===== src/rtl/hash_pkg.sv =====
// ----------------------------------------------------------------------------
// hash_pkg
// Definitions shared by the toy hash core and its nonce-search initiator:
// block and digest widths, the search-controller state encoding, and the
// digest initial-value bytes used by the hash core.
// ----------------------------------------------------------------------------
package hash_pkg;

    localparam int HASH_BLK_W = 128;
    localparam int HASH_DIG_W = 24;

    // Initial digest bytes {H0,H1,H2} loaded by the hash core per block
    localparam logic [7:0] HASH_H0 = 8'h6A;
    localparam logic [7:0] HASH_H1 = 8'hBB;
    localparam logic [7:0] HASH_H2 = 8'h3C;

    typedef enum logic [2:0] {
        ST_IDLE  = 3'd0,
        ST_ISSUE = 3'd1,
        ST_WAIT  = 3'd2,
        ST_CHECK = 3'd3,
        ST_DONE  = 3'd4
    } state_t;

endpackage


===== src/rtl/digest_meets_target.sv =====
// ----------------------------------------------------------------------------
// digest_meets_target
// Combinational pass test for one digest: both of the two most significant
// digest bytes must be strictly below the target (unsigned).
// Ports:
//   digest_top  in  16  top two digest bytes {H0,H1}
//   target      in  8   threshold; 0 can never pass
//   pass        out 1   1 when both bytes are below target
// ----------------------------------------------------------------------------
module digest_meets_target
    import hash_pkg::*;
(
    input  logic [15:0] digest_top,
    input  logic [7:0]  target,
    output logic        pass
);

    // Both-byte unsigned compare against the threshold
    always_comb begin
        pass = 1'b0;
        if ((digest_top[15:8] < target) && (digest_top[7:0] < target)) begin
            pass = 1'b1;
        end else begin
            pass = 1'b0;
        end
    end

endmodule


===== src/rtl/nonce_search_ctrl.sv =====
// ----------------------------------------------------------------------------
// nonce_search_ctrl
// Host-side initiator for the 24-bit toy hash core. Latches a header and
// target, then walks nonces from nonce_first to nonce_last, launching one
// {header, nonce} block per hash request, until a digest passes, the range
// is exhausted, the host aborts, or the core fails to answer in time.
// Ports:
//   clk, reset         clock (rising edge), asynchronous active-high reset
//   start, abort       host control: start pulse (IDLE only), abort level
//   header, target     search inputs, sampled on accepted start
//   nonce_first/last   inclusive nonce range (may wrap), sampled on start
//   hash_start         1-cycle request to the hash core
//   hash_block         {header, nonce}, held while the core works
//   hash_done/digest   core response, digest valid with done
//   busy               high whenever not IDLE
//   found/exhausted/timeout_err  1-cycle completion pulses
//   nonce_out/digest_out         passing result, held until next start
//   attempts           digests checked since the last accepted start
// ----------------------------------------------------------------------------
module nonce_search_ctrl
    import hash_pkg::*;
#(
    parameter int HDR_W       = 96,
    parameter int NONCE_W     = 32,
    parameter int DIG_W       = 24,
    parameter int TIMEOUT_CYC = 64
) (
    input  logic                  clk,
    input  logic                  reset,
    input  logic                  start,
    input  logic                  abort,
    input  logic [HDR_W-1:0]      header,
    input  logic [7:0]            target,
    input  logic [NONCE_W-1:0]    nonce_first,
    input  logic [NONCE_W-1:0]    nonce_last,
    output logic                  hash_start,
    output logic [HASH_BLK_W-1:0] hash_block,
    input  logic                  hash_done,
    input  logic [DIG_W-1:0]      hash_digest,
    output logic                  busy,
    output logic                  found,
    output logic                  exhausted,
    output logic                  timeout_err,
    output logic [NONCE_W-1:0]    nonce_out,
    output logic [DIG_W-1:0]      digest_out,
    output logic [NONCE_W-1:0]    attempts
);

    localparam int CNT_W = $clog2(TIMEOUT_CYC + 1);

    state_t              state_r;
    logic [HDR_W-1:0]    header_r;
    logic [7:0]          target_r;
    logic [NONCE_W-1:0]  nonce_r;
    logic [NONCE_W-1:0]  last_r;
    logic [DIG_W-1:0]    digest_r;
    // Cycles elapsed since hash_start was asserted for the current block
    logic [CNT_W-1:0]    wait_cnt_r;
    logic                pass_s;

    digest_meets_target u_cmp (
        .digest_top (digest_r[DIG_W-1 -: 16]),
        .target     (target_r),
        .pass       (pass_s)
    );

    // Block registers feed the core directly, so they stay stable while it works
    assign hash_block = {header_r, nonce_r};

    // Search FSM with counters and registered pulse/status outputs
    always_ff @(posedge clk or posedge reset) begin
        if (reset) begin
            state_r     <= ST_IDLE;
            header_r    <= '0;
            target_r    <= 8'h00;
            nonce_r     <= '0;
            last_r      <= '0;
            digest_r    <= '0;
            wait_cnt_r  <= '0;
            hash_start  <= 1'b0;
            busy        <= 1'b0;
            found       <= 1'b0;
            exhausted   <= 1'b0;
            timeout_err <= 1'b0;
            nonce_out   <= '0;
            digest_out  <= '0;
            attempts    <= '0;
        end else begin
            hash_start  <= 1'b0;
            found       <= 1'b0;
            exhausted   <= 1'b0;
            timeout_err <= 1'b0;
            if (abort) begin
                // Abort beats everything, including a same-edge start;
                // results stay visible and no completion pulse is raised.
                state_r <= ST_IDLE;
                busy    <= 1'b0;
            end else begin
                case (state_r)
                    ST_IDLE: begin
                        if (start) begin
                            header_r   <= header;
                            target_r   <= target;
                            nonce_r    <= nonce_first;
                            last_r     <= nonce_last;
                            nonce_out  <= '0;
                            digest_out <= '0;
                            attempts   <= '0;
                            wait_cnt_r <= '0;
                            hash_start <= 1'b1;
                            busy       <= 1'b1;
                            state_r    <= ST_ISSUE;
                        end else begin
                            state_r <= ST_IDLE;
                        end
                    end
                    ST_ISSUE: begin
                        // The request cycle itself counts toward the timeout
                        wait_cnt_r <= CNT_W'(1);
                        state_r    <= ST_WAIT;
                    end
                    ST_WAIT: begin
                        if (hash_done) begin
                            digest_r <= hash_digest;
                            state_r  <= ST_CHECK;
                        end else if (wait_cnt_r == CNT_W'(TIMEOUT_CYC - 1)) begin
                            // Pulse lands exactly TIMEOUT_CYC cycles after hash_start
                            timeout_err <= 1'b1;
                            state_r     <= ST_DONE;
                        end else begin
                            wait_cnt_r <= wait_cnt_r + CNT_W'(1);
                        end
                    end
                    ST_CHECK: begin
                        attempts <= attempts + NONCE_W'(1);
                        if (pass_s) begin
                            found      <= 1'b1;
                            nonce_out  <= nonce_r;
                            digest_out <= digest_r;
                            state_r    <= ST_DONE;
                        end else if (nonce_r == last_r) begin
                            exhausted <= 1'b1;
                            state_r   <= ST_DONE;
                        end else begin
                            // Natural wrap lets a range cross 2^NONCE_W-1
                            nonce_r    <= nonce_r + NONCE_W'(1);
                            wait_cnt_r <= '0;
                            hash_start <= 1'b1;
                            state_r    <= ST_ISSUE;
                        end
                    end
                    ST_DONE: begin
                        busy    <= 1'b0;
                        state_r <= ST_IDLE;
                    end
                    default: begin
                        busy    <= 1'b0;
                        state_r <= ST_IDLE;
                    end
                endcase
            end
        end
    end

endmodule


===== config.mk =====
export PLATFORM = sky130hd
export DESIGN_NAME = nonce_search_ctrl
export DESIGN_NICKNAME = d
export VERILOG_FILES = /design/src/rtl/hash_pkg.sv /design/src/rtl/digest_meets_target.sv /design/src/rtl/nonce_search_ctrl.sv
export SDC_FILE = /design/constraint.sdc
export NUM_CORES = 1
export LEC_CHECK = 0
export ABC_AREA = 1
export CORE_ASPECT_RATIO = 0.8
export CORE_MARGIN = 5
export CORE_UTILIZATION = 48
export CTS_CLUSTER_SIZE = 8
export DETAILED_ROUTE_END_ITERATION = 12
export HOLD_SLACK_MARGIN = 0.08
export PLACE_DENSITY_LB_ADDON = 0.1
export SLEW_MARGIN = 30
export SYNTH_ARGS = -nofsm -noshare
export SYNTH_HDL_FRONTEND = slang
export SYNTH_SLANG_ARGS = --single-unit

===== constraint.sdc =====
create_clock -name clk -period 12.03 [get_ports clk]
set_input_delay 1.8045 -clock clk [delete_from_list [all_inputs] [get_ports clk]]
set_output_delay 1.8045 -clock clk [all_outputs]
set_load 0.05 [all_outputs]

; ---- After elaboration in Yosys (flattened, before gate mapping)
; Cells that the tools add are included.
[totals]
reg_bits = 295
latch_bits = 0
ramBits = 0
mem_bits_ro = 0
inputBits = 197
output_inout_bits = 221
n_memories = 0
[classes]
addsub = 3
mul = 0
div_mod_pow = 0
magnitude_cmp = 2
eq_ne = 14
n_shift = 0
muxes = 44
bitwise_logic = 1
reduce_logical = 12
[ops]
columns = op, count
row1 = $pmux 32 s2, 3
row2 = $mux 32, 5
row3 = $add 32x1->32 const B, 2
row4 = $mux 24, 2
row5 = $pmux 24 s2, 1
row6 = $mux 7, 5
row7 = $eq 32x32->1, 1
row8 = $pmux 7 s4, 1
row9 = $mux 1, 19
row10 = $lt 8x8->1, 2
row11 = $mux 3, 5
row12 = $ne 2x2->1 const B, 6
row13 = $pmux 3 s4, 1
row14 = $reduce_and 3->1, 3
row15 = $add 7x1->7 const B, 1
row16 = $eq 7x6->1 const B, 1
row17 = $reduce_and 7->1, 1
row18 = $eq 3x2->1 const B, 2
row19 = $reduce_and 5->1, 1
row20 = $ne 4x4->1 const B, 1
row21 = $pmux 1 s2, 2
row22 = $reduce_and 4->1, 1
row23 = $reduce_bool 4->1, 1
row24 = $eq 3x1->1 const B, 1
row25 = 8 further kinds, 8

; ---- Logic depth before layout (Yosys ltp)
[depth]
word_depth = 6
ltp_mapped = 14
mapped_depth_nobuf = 13

; ---- By module
; Synthesis repeated with hierarchy kept, for this count alone.
[unflattened]
cells_unflattened = 1855
hier_area_um2 = 14431.3
[modules_own_cells]
columns = mod, n_inst, cells_per_inst, area_each_um2
row1 = nonce_search_ctrl, 1, 1789, 14033.5
row2 = digest_meets_target, 1, 66, 397.9

; ---- Least setup slack after synthesis
; No wires, ideal clock.
[synth_timing]
kind = input -> register
startpoint = in abort
endpoint = reg attempts[17]
t_arrival_ps = 2803
path_slack_ps = 9156
path_stages = 9
path_cell_list = nor2_4 -> nand3_1 -> nand2_4 -> inv_2 -> nor3_4 -> nand3_1 -> nand2_1 -> nand2_1 -> nor2_1
[synth_between]
elab_chain_cells = 2
[synth_rtl]
columns = element, line_no
row1 = start: declaration, nonce_search_ctrl.sv:31  ; input logic abort,
row2 = $not 1->1 (no line), n/a
row3 = $reduce_and 3->1 (no line), n/a
row4 = end signal: assignment, nonce_search_ctrl.sv:135  ; attempts <= attempts + NONCE_W'(1);
row5 = end: declaration, nonce_search_ctrl.sv:46  ; output logic [NONCE_W-1:0] attempts
; Every way passes these cells.
; A chain may end at the register's enable or synchronous reset.

; ---- Worst setup path in the final report
[layout_timing]
startpoint = in abort
endpoint = reg nonce_out[17]
[layout_between]
elab_chain_cells = 2
[layout_rtl]
columns = element, line_no
row1 = $not 1->1 (no line), n/a
row2 = $reduce_and 4->1 (no line), n/a
row3 = end signal: assignment, nonce_search_ctrl.sv:138  ; nonce_out <= nonce_r;
row4 = end: declaration, nonce_search_ctrl.sv:44  ; output logic [NONCE_W-1:0] nonce_out,
; Every way passes these cells.

==> summary.txt <==
Detailed routing
  • M1 wire length: roughly 20 mm
  • DRT antenna net count: 0
  • DRC Markers: 0
  • Drt initial violations: 974
  • Top Metal Used: met4
  • Vias: between 10000 and 15000
  • Via/cell ratio: ~5.2
  • Met3 WL post-DR: approximately 4.3 mm
  • Met2 routed WL: 22.6 mm
  • Total routed wirelength: roughly 48 mm
  • Drt wl/cell: about 18 um
  • Drt first pass iters: 6

Global route
  • Initial antenna violation count: 3
  • Largest net degree at the start of global routing: between 100 and 150
  • Vias in the first global route: 13500
  • Global Route Usage Sum: 28.0%
  • First-pass GRT wire length: around 75 mm
  • Global route total overflow: 0

Setup path
  • Setup Crit Path Kind: in -> reg
  • Crit-path slowest cell: nand2_2
  • Critical Path AT: roughly 5500 ps
  • Crit Path Max Fanout: between 70 and 80
  • Crit-path most repeated cell: buf_4
  • Worst setup EP type: flop
  • Critical Path RT: 12470 ps
  • Buf/Inv on CP: 3
  • Worst-path cell chain: clkdlybuf4s50_1 > nor2_4 > nand3_4 > buf_4 > nand2_4 > nand2_2 > buf_4 > nand3_1 > nand2_1
  • Critical Path Max Stage Delay: 610 ps
  • CP top delay family: simple AND/OR/NAND/NOR gates
  • Kind of start point of the critical path: input pin

STA
  • Final period util: 42.3%
  • Worst-Margin Slew: about 930 ps
  • Fmax: approximately 200 MHz
  • TNS Setup: 0 ps
  • Final setup viols: 0
  • RSZ-0062 raised after global routing: no
  • Final Hold Vio Count: 0
  • Minimum clock period: between 5000 and 6000 ps
  • Slew Limit Fails: 0
  • Worst Skew: about 13 ps
  • Rel. slew slack: 38.1%

Floorplanning
  • Core area: a little under 30000 um^2
  • # IOs: ~420
  • Initial Util: slightly below 50%
  • Die ar.: 33500 um^2
  • Die width: approximately 200 um
  • FP Rows: 56
  • DIE HEIGHT: around 160 um

Pwr
  • Pwr Total: 3.98 mW
  • Leakage power total: 9.50 nW
  • Part of the power in registers: a little over a third
  • Cell-internal power: roughly 2.4 mW
  • PwrDens: 201 nW/um^2
  • Peak VDD IR: between 100 and 150 uV
  • Logic pwr share: 37.7%
  • Switching Fraction: about 40%
  • Clk pwr share: between 20% and 30%
  • Net load switching power: 1.62 mW

Yosys
  • Async set-reset flop share out of synthesis: between 90% and 100%
  • Netlist cell types: 40
  • Synthesis Warnings: 0
  • Seq/Total Area, Yosys: between 50% and 60%
  • EDFF count, synth: 0
  • Syn Area/Cell: 7.77 um^2
  • Dominant cell type by area after synthesis: dfrtp_1
  • Ys flop type: dfrtp_1
  • Syn Nets: between 2000 and 2500
  • Post-synth top area share: roughly half
  • Mapped cell area: between 10000 and 15000 um^2
  • #FFs+latches synth: between 200 and 300
  • Ranking of synthesized cells by area: dfrtp_1 51%, nand2_1 23%, nand3_1 5.3%
  • Synth Instances: 1848

Clocking
  • Worst-path clk slew: ~50 ps
  • Clock Root Buffer: clkbuf_16
  • Postcts setup bufs: 0
  • CTS tree: done
  • Post-CTS Hold Fix Bufs: 0
  • # H-tree levels: 2
  • Post-cts resize count: 0
  • Max Buffers Root-to-Sink: 3
  • CTS Buf Count: 42
  • CTS sink count: between 200 and 300
  • Worst-Skew Late Latency: approximately 520 ps

Layout
  • Multi-input gate area: roughly 6200 um^2
  • Final net count: 2438
  • Area delta synth->final: 37.7%
  • Fillers: around 2500
  • Finished Cell Area: about 20000 um^2
  • Final core occ: between 60% and 70%
  • Layout cell share with drive strength beyond 1: about 4.7%
  • FF+latch area: 7380 um^2

Placed design
  • Cell area after placement: 18700 um^2
  • Hpwl dp: 34.4 mm
  • Final GP Congestion: 0.895
  • Buffers on Ports: between 400 and 500

Run
  • # Max-Cap Violations: 0

Status
  • Status: complete, no violations

Min path
  • HP Class: reg -> reg
[final timing paths]
path | start | to | slack, ps | cells after the start
setup / recovery | abort | nonce_out[17] | 6950 | 9
hold / removal | digest_r[7] | digest_out[7] | 470 | 2
setup reg to reg | state_r[1] | nonce_out[17] | 8240 | 8
hold reg to reg | digest_r[7] | digest_out[7] | 470 | 2
max in group asynchronous | reset | nonce_out[2] | 8500 | 4
min in group asynchronous | reset | header_r[86] | 1790 | 2
[stage by stage]
stage,hold slack [ps],setup WS (ps),instances
finish,470,6950,2607
global route,491,6690,2605
CTS,471,6990,2602
detailed placement,463,6460,2557
global placement,454,6570,2557
floorplan,442,2080,1848
[worst reg2reg max path, delay by kind of cell, from the launching register on]
family	cells	cell delay, ps
buffers and inverters	2	990
DFF	1	450
and+or+nand+nor	6	2230
[power groups by stage]
stage / clock (mW) / combinational, mW / sequential [mW]
final: 1.03 / 1.50 / 1.45
after global routing: 1.09 / 1.62 / 1.48
after CTS: 1.05 / 1.51 / 1.45
after detailed placement: 0 / 1.51 / 1.46
after global placement: 0 / 1.49 / 1.45
after floorplan: 0 / 0.541 / 1.87
[registers in the layout, summed over array words and instances (netlist names), 7 cells and up]
name,count
header_r,96
attempts,32
last_r,32
nonce_out,32
nonce_r,32
digest_out,24
digest_r,24
target_r,8
wait_cnt_r,7
[routing by layer]
layer	vias up	track usage [%]
met2	556	45.0
li1	6532	-
met1	6400	37.8
met3	79	7.40
met5	-	0
met4	0	8.37
[area by class of cell]
cell class / instances / area share, %
tap: 377 / 2.39
antenna: 5 / 0.0633
multi-input combinational: 1356 / 31.1
clock buffer: 44 / 5.46
clock inverter: 1 / 0.0443
timing repair buffer: 427 / 21.6
inverter: 102 / 1.99
sequential: 295 / 37.4
[kinds of logic (layout without fill, tap and decap cells)]
logic type / count (synthesis) / count (layout) / share of synthesized area, %
compound gates: 80 / 80 / 2.97
xor+xnor: 39 / 39 / 2.38
fa+ha+maj: 17 / 17 / 1.48
buf+inv: 197 / 574 / 5.86
flops: 295 / 295 / 51.4
mux: 24 / 24 / 1.88
other cells: 0 / 5 / 0
simple gates: 1196 / 1196 / 34.0
[layout by cell type, fill, tap and decap left out, types with 23 or more instances in the layout]
master           Yosys  final
clkbuf_16            0     43
clkdlybuf4s50_1      0    417
dfrtp_1            295    295
inv_1               95     94
mux2_2              24     24
nand2_1            862    861
nand3_1            153    153
nand4_1             23     23
nor2_1             109    108
nor3_1              24     24
o21ai_0             46     46
xnor2_1             27     27
[synthesized netlist by cell type, types with 19 or more instances]
library cell    n
nor2_1        109
nand4_1        23
a21oi_1        19
dfrtp_1       295
clkbuf_1       21
xnor2_1        27
nand2_1       862
mux2_2         24
o21ai_0        46
buf_2          44
inv_1          95
nand3_1       153
nor3_1         24
Power figures use the tool's default switching activity.
